==> config.mk <==
export PLATFORM = sky130hd
export DESIGN_NAME = mem_write_arbiter_flat
export DESIGN_NICKNAME = d
export VERILOG_FILES = /design/src/rtl/mem_write_arbiter_if.sv /design/src/rtl/mem_write_arbiter.sv /design/src/flat_wrapper.sv
export SDC_FILE = /design/constraint.sdc
export NUM_CORES = 1
export LEC_CHECK = 0
export ABC_AREA = 0
export CAP_MARGIN = 20
export CORE_MARGIN = 3
export CORE_UTILIZATION = 40
export CTS_BUF_LIST = sky130_fd_sc_hd__clkbuf_4
export DETAILED_ROUTE_END_ITERATION = 10
export DONT_BUFFER_PORTS = 1
export PLACE_DENSITY = 0.63
export SKIP_LAST_GASP = 1
export SYNTH_ARGS = -nofsm -noshare
export SYNTH_HDL_FRONTEND = slang
export SYNTH_SLANG_ARGS = --single-unit
==> constraint.sdc <==
create_clock -name clock -period 2.5 [get_ports clock]
set_input_delay 0.625 -clock clock [delete_from_list [all_inputs] [get_ports clock]]
set_output_delay 0.625 -clock clock [all_outputs]
set_load 0.02 [all_outputs]
==> src/rtl/mem_write_arbiter_if.sv <==
// ---------------------------------------------------------------------------
// mem_write_arbiter_if
//
// Purpose: groups the two requester channels and the shared driver-memory
// write bus of mem_write_arbiter into one bundle.
//
// Signals:
//   write_window          backend idle, driver memories may be written
//   a_req / b_req         write requests (A = host command, B = pattern load)
//   a_driver / b_driver   target driver index (3 bits)
//   a_addr / b_addr       memory word address (7 bits)
//   a_data / b_data       write data (16 bits)
//   a_ack / b_ack         one-cycle completion pulse to the granted requester
//   mem_address           shared memory address
//   data_out              shared write data
//   mem_write_n           per-driver active-low write strobe
//   busy                  arbiter is inside a transaction
//   last_grant            0 = A granted last, 1 = B granted last
//   drv_err               pulse with ack when the driver index was out of range
//
// Modports:
//   master  requester / environment side
//   slave   arbiter side
// ---------------------------------------------------------------------------
interface mem_write_arbiter_if #(
   parameter int NUM_OF_DRIVERS = 8
);

   logic                      write_window;
   logic                      a_req;
   logic                      b_req;
   logic [2:0]                a_driver;
   logic [2:0]                b_driver;
   logic [6:0]                a_addr;
   logic [6:0]                b_addr;
   logic [15:0]               a_data;
   logic [15:0]               b_data;
   logic                      a_ack;
   logic                      b_ack;
   logic [6:0]                mem_address;
   logic [15:0]               data_out;
   logic [NUM_OF_DRIVERS-1:0] mem_write_n;
   logic                      busy;
   logic                      last_grant;
   logic                      drv_err;

   modport master (
      output write_window,
      output a_req, b_req,
      output a_driver, b_driver,
      output a_addr, b_addr,
      output a_data, b_data,
      input  a_ack, b_ack,
      input  mem_address, data_out, mem_write_n,
      input  busy, last_grant, drv_err
   );

   modport slave (
      input  write_window,
      input  a_req, b_req,
      input  a_driver, b_driver,
      input  a_addr, b_addr,
      input  a_data, b_data,
      output a_ack, b_ack,
      output mem_address, data_out, mem_write_n,
      output busy, last_grant, drv_err
   );

endinterface

==> src/rtl/mem_write_arbiter.sv <==
// ---------------------------------------------------------------------------
// mem_write_arbiter
//
// Purpose: arbitrates between two write requesters (A: host command path,
// B: pattern load engine) for a set of driver memories sharing one address
// and data bus. A transaction is granted only while write_window is high,
// then walks SETUP -> WRITE -> HOLD (one cycle each) and returns to IDLE.
// Simultaneous requests are resolved round-robin using last_grant.
//
// Ports:
//   clock        single clock
//   reset_n      asynchronous active-low reset
//   bus          mem_write_arbiter_if.slave (requester channels + memory bus)
//   write_count  16-bit saturating count of valid writes
//                (present only when MEM_WRITE_COUNT_EN is defined)
//
// Parameter:
//   NUM_OF_DRIVERS  number of driver memories / width of mem_write_n;
//                   must match the NUM_OF_DRIVERS of the connected interface.
//
// Optional feature macro: MEM_WRITE_COUNT_EN
// ---------------------------------------------------------------------------
module mem_write_arbiter #(
   parameter int NUM_OF_DRIVERS = 8
) (
   input  logic               clock,
   input  logic               reset_n,
   mem_write_arbiter_if.slave bus
`ifdef MEM_WRITE_COUNT_EN
   ,
   output logic [15:0]        write_count
`endif
);

   typedef enum logic [1:0] {
      IDLE  = 2'd0,
      SETUP = 2'd1,
      WRITE = 2'd2,
      HOLD  = 2'd3
   } state_t;

   state_t                    state;
   state_t                    next_state;

   // Arbitration result for the current cycle
   logic                      grant_en;
   logic                      grant_b;
   logic [2:0]                grant_driver;
   logic [6:0]                grant_addr;
   logic [15:0]               grant_data;

   // Payload captured at grant
   logic                      sel_b;
   logic [2:0]                lat_driver;
   logic [6:0]                lat_addr;
   logic [15:0]               lat_data;
   logic                      last_grant_q;
   logic                      driver_valid;

   // Registered outputs and their next values
   logic [NUM_OF_DRIVERS-1:0] strobe_q;
   logic [NUM_OF_DRIVERS-1:0] strobe_next;
   logic                      a_ack_q;
   logic                      b_ack_q;
   logic                      drv_err_q;
   logic                      busy_q;
   logic                      a_ack_next;
   logic                      b_ack_next;
   logic                      drv_err_next;
   logic                      busy_next;

   assign driver_valid = (int'(lat_driver) < NUM_OF_DRIVERS);

   // Next-state logic and arbitration. A grant is only possible from IDLE
   // with the window open; on a tie the requester that did not win last
   // time is chosen, so last_grant resetting to 1 lets A win the first tie.
   always_comb begin
      next_state   = state;
      grant_en     = 1'b0;
      grant_b      = 1'b0;
      grant_driver = 3'd0;
      grant_addr   = 7'd0;
      grant_data   = 16'd0;

      case (state)
         IDLE: begin
            if (bus.write_window && (bus.a_req || bus.b_req)) begin
               grant_en = 1'b1;
               if (bus.a_req && bus.b_req) begin
                  grant_b = ~last_grant_q;
               end else begin
                  grant_b = bus.b_req;
               end
               next_state = SETUP;
            end
         end
         SETUP:   next_state = WRITE;
         WRITE:   next_state = HOLD;
         HOLD:    next_state = IDLE;
         default: next_state = IDLE;
      endcase

      if (grant_b) begin
         grant_driver = bus.b_driver;
         grant_addr   = bus.b_addr;
         grant_data   = bus.b_data;
      end else begin
         grant_driver = bus.a_driver;
         grant_addr   = bus.a_addr;
         grant_data   = bus.a_data;
      end
   end

   // Output decode from the state being entered, so every output is a
   // flop and lines up with the state it belongs to. The strobe only fires
   // for an in-range driver index; out-of-range writes complete silently
   // apart from drv_err.
   always_comb begin
      strobe_next  = '1;
      a_ack_next   = 1'b0;
      b_ack_next   = 1'b0;
      drv_err_next = 1'b0;
      busy_next    = (next_state != IDLE);

      if (next_state == WRITE && driver_valid) begin
         for (int i = 0; i < NUM_OF_DRIVERS; i++) begin
            if (int'(lat_driver) == i) begin
               strobe_next[i] = 1'b0;
            end
         end
      end

      if (next_state == HOLD) begin
         a_ack_next   = ~sel_b;
         b_ack_next   = sel_b;
         drv_err_next = ~driver_valid;
      end
   end

   // State register
   always_ff @(posedge clock or negedge reset_n) begin
      if (!reset_n) begin
         state <= IDLE;
      end else begin
         state <= next_state;
      end
   end

   // Payload capture at grant. mem_address/data_out come straight from
   // these registers, which is what makes them hold their value in IDLE.
   always_ff @(posedge clock or negedge reset_n) begin
      if (!reset_n) begin
         sel_b        <= 1'b0;
         lat_driver   <= 3'd0;
         lat_addr     <= 7'd0;
         lat_data     <= 16'd0;
         last_grant_q <= 1'b1;
      end else if (grant_en) begin
         sel_b        <= grant_b;
         lat_driver   <= grant_driver;
         lat_addr     <= grant_addr;
         lat_data     <= grant_data;
         last_grant_q <= grant_b;
      end
   end

   // Output registers
   always_ff @(posedge clock or negedge reset_n) begin
      if (!reset_n) begin
         strobe_q  <= '1;
         a_ack_q   <= 1'b0;
         b_ack_q   <= 1'b0;
         drv_err_q <= 1'b0;
         busy_q    <= 1'b0;
      end else begin
         strobe_q  <= strobe_next;
         a_ack_q   <= a_ack_next;
         b_ack_q   <= b_ack_next;
         drv_err_q <= drv_err_next;
         busy_q    <= busy_next;
      end
   end

   assign bus.mem_address = lat_addr;
   assign bus.data_out    = lat_data;
   assign bus.mem_write_n = strobe_q;
   assign bus.a_ack       = a_ack_q;
   assign bus.b_ack       = b_ack_q;
   assign bus.drv_err     = drv_err_q;
   assign bus.busy        = busy_q;
   assign bus.last_grant  = last_grant_q;

`ifdef MEM_WRITE_COUNT_EN
   logic [15:0] count_q;

   // Counts each WRITE cycle that actually strobes a memory; sticks at max
   always_ff @(posedge clock or negedge reset_n) begin
      if (!reset_n) begin
         count_q <= 16'd0;
      end else if (state == WRITE && driver_valid && count_q != 16'hFFFF) begin
         count_q <= count_q + 16'd1;
      end
   end

   assign write_count = count_q;
`endif

endmodule

==> src/flat_wrapper.sv <==
// flat-port wrapper written by rule: the top's interface ports become plain ports
module mem_write_arbiter_flat 
#(
   parameter int NUM_OF_DRIVERS = 8
)
  (clock, reset_n, bus_write_window, bus_a_req, bus_b_req, bus_a_driver, bus_b_driver, bus_a_addr, bus_b_addr, bus_a_data, bus_b_data, bus_a_ack, bus_b_ack, bus_mem_address, bus_data_out, bus_mem_write_n, bus_busy, bus_last_grant, bus_drv_err);
  mem_write_arbiter_if #(.NUM_OF_DRIVERS(NUM_OF_DRIVERS)) bus_i ();
  input  logic clock;
  input  logic reset_n;
  input wire logic [$bits(bus_i.write_window)-1:0] bus_write_window;
  input wire logic [$bits(bus_i.a_req)-1:0] bus_a_req;
  input wire logic [$bits(bus_i.b_req)-1:0] bus_b_req;
  input wire logic [$bits(bus_i.a_driver)-1:0] bus_a_driver;
  input wire logic [$bits(bus_i.b_driver)-1:0] bus_b_driver;
  input wire logic [$bits(bus_i.a_addr)-1:0] bus_a_addr;
  input wire logic [$bits(bus_i.b_addr)-1:0] bus_b_addr;
  input wire logic [$bits(bus_i.a_data)-1:0] bus_a_data;
  input wire logic [$bits(bus_i.b_data)-1:0] bus_b_data;
  output wire logic [$bits(bus_i.a_ack)-1:0] bus_a_ack;
  output wire logic [$bits(bus_i.b_ack)-1:0] bus_b_ack;
  output wire logic [$bits(bus_i.mem_address)-1:0] bus_mem_address;
  output wire logic [$bits(bus_i.data_out)-1:0] bus_data_out;
  output wire logic [$bits(bus_i.mem_write_n)-1:0] bus_mem_write_n;
  output wire logic [$bits(bus_i.busy)-1:0] bus_busy;
  output wire logic [$bits(bus_i.last_grant)-1:0] bus_last_grant;
  output wire logic [$bits(bus_i.drv_err)-1:0] bus_drv_err;
  assign bus_i.write_window = bus_write_window;
  assign bus_i.a_req = bus_a_req;
  assign bus_i.b_req = bus_b_req;
  assign bus_i.a_driver = bus_a_driver;
  assign bus_i.b_driver = bus_b_driver;
  assign bus_i.a_addr = bus_a_addr;
  assign bus_i.b_addr = bus_b_addr;
  assign bus_i.a_data = bus_a_data;
  assign bus_i.b_data = bus_b_data;
  assign bus_a_ack = bus_i.a_ack;
  assign bus_b_ack = bus_i.b_ack;
  assign bus_mem_address = bus_i.mem_address;
  assign bus_data_out = bus_i.data_out;
  assign bus_mem_write_n = bus_i.mem_write_n;
  assign bus_busy = bus_i.busy;
  assign bus_last_grant = bus_i.last_grant;
  assign bus_drv_err = bus_i.drv_err;
  mem_write_arbiter #(.NUM_OF_DRIVERS(NUM_OF_DRIVERS)) u_core (.clock(clock), .reset_n(reset_n), .bus(bus_i));
endmodule
Yosys cells after proc, flatten, opt, wreduce, memory -nomap -nowiden --
Cells that the tools add are included.
Storage, ports and cells: logic and storage cells 51, bits of input ports 57, register bits after elaboration 41
Cells by class: multiplexer cells 21, reductions and logical operators 6, eq/ne operators 12, bitwise operators 2
Operators by type and width (number):
- 2-to-1 mux 16 bit | 1
- 2-to-1 mux 1 bit | 15
- equality test 3 bit, second input constant | 4
- equality test 2 bit, second input constant | 4
- 2-to-1 mux 8 bit | 1
- case mux 2 bit (4 select lines) | 1
- 2-to-1 mux 7 bit | 1
- equality test 3 x 2 -> 1 bit, second input constant | 2
- equality test 3 x 1 -> 1 bit, second input constant | 1
- zero test 3 bit | 1
- 2-to-1 mux 3 bit | 1
- equality test 2 x 1 -> 1 bit, second input constant | 1
- logical AND 1 bit | 2
- zero test 2 bit | 1
- 2-to-1 mux 2 bit | 1
- NOT 1 bit | 2
- nonzero test 2 bit | 1
- logical OR 1 bit | 1

Longest topological paths before layout --
depth in word-level cells 6, gate-level depth with buffers 7

Worst setup path before layout --
OpenSTA, ideal clock, no wires.
path type input to register, start point input port bus_b_req, end point register u_core.sel_b, buffers on the path 1, slack 1155 ps, library setup time 125 ps, data arrival time 1220 ps, stages on the path 3, cell sequence o211a_1 buf_6 mux2_2
On the way: word-level cells in the longest chain between the ends 4, elaborated cells between the ends (all ways) 8
RTL lines:
- from (decl) | line flat_wrapper.sv:12 | input wire logic [$bits(bus_i.b_req)-1:0] bus_b_req;
- logical AND 1 bit / logical OR 1 bit (equally long branches) | line mem_write_arbiter.sv:89, mem_write_arbiter.sv:87
- 2-to-1 mux 1 bit / logical AND 1 bit (equally long branches) | line mem_write_arbiter.sv:89, mem_write_arbiter.sv:87
- 2-to-1 mux 1 bit | line mem_write_arbiter.sv:87 | if (bus.write_window && (bus.a_req || bus.b_req)) begin
- 2-to-1 mux 1 bit | line mem_write_arbiter.sv:85 | case (state)
- to (signal assigned) | line mem_write_arbiter.sv:159 | sel_b <= grant_b;
- to (decl) | line mem_write_arbiter.sv:53 | logic sel_b;
Several ways; a longest one is shown, not always the timed one. A chain may end at the register's enable or synchronous reset.

Final worst setup path --
start point register u_core.state[0], end point register u_core.lat_data[11] (netlist: u_core.bus.data_out[11])
On the way: word-level cells in the longest chain between the ends 3, elaborated cells between the ends (all ways) 4
RTL lines:
- from (decl) | line mem_write_arbiter.sv:42 | state_t state;
- from (signal assigned) | line mem_write_arbiter.sv:145 | state <= next_state;
- zero test 2 bit (*) | line mem_write_arbiter.sv:85
- 2-to-1 mux 1 bit | line mem_write_arbiter.sv:85
- 2-to-1 mux 16 bit | line mem_write_arbiter.sv:103 | if (grant_b) begin
- to (signal assigned) | line mem_write_arbiter.sv:162 | lat_data <= grant_data;
- to (decl) | line mem_write_arbiter.sv:56 | logic [15:0] lat_data;
Every way passes the cells marked *; elsewhere a longest branch is shown, timed or not.

==> flow_metrics.py <==
metrics = {
    "global_routing": {
        "grt_use_total_pct": 13.3,
        "grt_pass1_vias": 1130,
        "grt_pass1_wl_um": 5280,
        "antenna_found_initial": 0,
        "grt_max_degree": 33,
        "grt_overflow": 0,
    },
    "clock_network": {
        "cts_buffers": 5,
        "max-clock-path-buffers": 2,
        "clockRootBuffer": "clkbuf_4",
        "cts_sinks": 41,
        "cts-resized-gates": 0,
        "htree_num_levels": 2,
        "ctsHoldBuffers": 1,
        "cts_setup_buffers": 0,
        "clk_pin_slew_ps": 110,
        "tritoncts": "yes",
        "insertion_delay_ps": 330,
    },
    "worst_setup_path": {
        "crit_start": "u_core.state[0]$_DFF_PN0_",
        "start_kind": "register",
        "worstReg2RegEnd": "u_core.bus.data_out[11]$_DFFE_PN0P_",
        "r2r_setup_slack_ps": 790,
        "required_ps": 2760,
        "critical_path_arrival_ps": 1970,
        "ff2ff_path_depth": 7,
        "r2r_start": "u_core.state[0]$_DFF_PN0_",
        "end_kind": "register",
        "critPathCapture": "u_core.bus.data_out[11]$_DFFE_PN0P_",
        "crit_type": "register to register",
        "worstPathMaxFanout": 32,
    },
    "hold_path": {
        "hold_class": "input pin to asynchronous set/reset pin",
    },
    "placed_design": {
        "io_buffers": 0,
        "dpl.hpwl_um": 2560,
        "dpl_worst_slack_ps": 792,
        "dpl_cell_area_sq_um": 1810,
        "dp_cells": 231,
        "gp_congestion": 0.731,
    },
    "logic_synthesis": {
        "synthTopCellsByCount": "55 x nand2_1, 32 x dfrtp_1, 28 x nor2_1",
        "synth_top_area_share_pct": 43.4,
        "ys_ff_latch": 41,
        "yosys_warnings": 0,
        "synth.avg_cell_area_sq_um": 9.80,
        "ys_seq_area_share_pct": 56.3,
        "synth.distinct_cells": 22,
        "synth_fp_nets": 250,
        "synthFlopType": "dfrtp_1",
        "synth_edf_count": 0,
        "synth_area_leaders": "dfrtp_1 43%, dfstp_2 13%, nand2_1 11%, a31oi_1 9.2%, nor2_1 5.7%",
        "yosysTopAreaCell": "dfrtp_1",
        "synthCells": 188,
        "synthArstFlopShare_pct": 100,
        "netlist_area_sq_um": 1840,
        "synthMostInstantiatedCell": "nand2_1",
    },
    "timing": {
        "post-route-min-period_ps": 1710,
        "skew_ps": 4.43,
        "hold_viol": 0,
        "holdWs_ps": 102,
        "setup_viol": 0,
        "worst_slew_pin_slew_ps": 749,
        "min_period_over_period_pct": 68.4,
        "setup_tns_ps": 0,
        "slew_headroom_pct": 49.9,
        "grt_setup_unrepaired": "false",
        "fin_ws_ps": 790,
        "drv_slew": 0,
        "timing.fmax_ghz": 0.585,
    },
    "die": {
        "die_h_um": 73.9,
        "num_io_pins": 93,
        "die_area_sq_um": 5460,
        "initial_core_util_pct": 41.8,
        "die_x_um": 73.9,
        "coreArea_sq_um": 4410,
        "placementRows": 24,
    },
    "routing": {
        "post_drt_via_cell_ratio": 5.36,
        "routed_wl_um": 3610,
        "first_iter_violations": 38,
        "ant_nets": 0,
        "drc_errors": 0,
        "vias": 1287,
        "wl_per_cell_um": 15.0,
        "firstDrtPassIters": 4,
    },
    "cells_and_area": {
        "syn2layout_area_growth_pct": 1.97,
        "final_cells": 240,
        "drive_gt1_share_pct": 12.2,
        "design_area_sq_um": 1880,
        "antenna_cells": 0,
        "final_util_pct": 42.6,
        "fill_cells": 435,
        "final_nets": 249,
    },
    "run_status": {
        "status": "finished clean",
    },
    "pwr": {
        "power_per_cell_area_nw_per_um2": 1260,
        "ir_drop_mv": 0.429,
        "total_power_mw": 2.36,
        "leakage_nw": 0.816,
    },
    "run": {
        "cap_viol_max_count": 0,
    },
}
[worst min path at each step]
| stage | endpoint | slack (ps) | cells after the start |
|---|---|---|---|
| floorplan | u_core.bus.a_ack$_DFF_PN0_ | 330 | 0 |
| global placement | u_core.bus.busy$_DFF_PN0_ | 330 | 0 |
| detailed placement | u_core.bus.busy$_DFF_PN0_ | 330 | 0 |
| CTS | u_core.bus.busy$_DFF_PN0_ | 90 | 1 |
| global route | u_core.bus.last_grant$_DFFE_PN1P_ | 70 | 0 |
| finish | u_core.bus.a_ack$_DFF_PN0_ | 100 | 1 |
[metal layers]
| metal | GRT usage (%) | share of wire [%] |
|---|---|---|
| met5 | 0 | 0 |
| met4 | 7.04 | 1.5 |
| met3 | 5.34 | 9.3 |
| met2 | 21.5 | 48 |
| met1 | 15.0 | 41 |
[power breakdown]
group          switching, mW  internal, mW
logic                  0.330         0.259
clock network          0.201         0.102
registers              0.504         0.967
total                   1.03          1.33
[registers in the layout, indices dropped and copies added (netlist names)]
register	flops
u_core.bus.a_ack	1
u_core.bus.b_ack	1
u_core.bus.busy	1
u_core.bus.data_out	16
u_core.bus.last_grant	1
u_core.bus.mem_address	7
u_core.bus.mem_write_n	8
u_core.lat_driver	3
u_core.sel_b	1
u_core.state	2
[kinds of logic after synthesis]
kind of cell	share of synthesized area (%)
AOI/OAI and AO/OA	11.5
adders and majority gates	3.39
buffers and inverters	6.99
DFF	56.3
muxes	1.22
other	0.203
and+or+nand+nor	20.4
[cells in the final DEF (no fill, tap or decap), types with 3 or more instances in the layout]
cell type / count
nor2b_1: 4
a31oi_1: 27
nor2_1: 28
ha_1: 5
nand3_1: 4
dfstp_2: 9
buf_4: 3
nand2_1: 55
dfrtp_1: 32
clkbuf_4: 5
[cell type report]
cell class                 count  area, sq um  share of cell area [%]
clock buffer                   5         37.5                    2.00
clock inverter                 3         12.5                   0.666
inverter                       2         7.51                   0.399
multi-input combinational    133          677                    36.0
sequential                    41         1040                    55.2
tap                           52         65.1                    3.46
timing repair buffer           4         42.5                    2.26
[critical path, cell delays in order, from the launching register on]
cell	delay [ps]
dfrtp_1	400
inv_1	140
ha_1	160
o211a_1	130
buf_4	240
buf_4	330
nor2_1	70
a31oi_1	150
No activity file was read; power rests on OpenSTA's default activity.
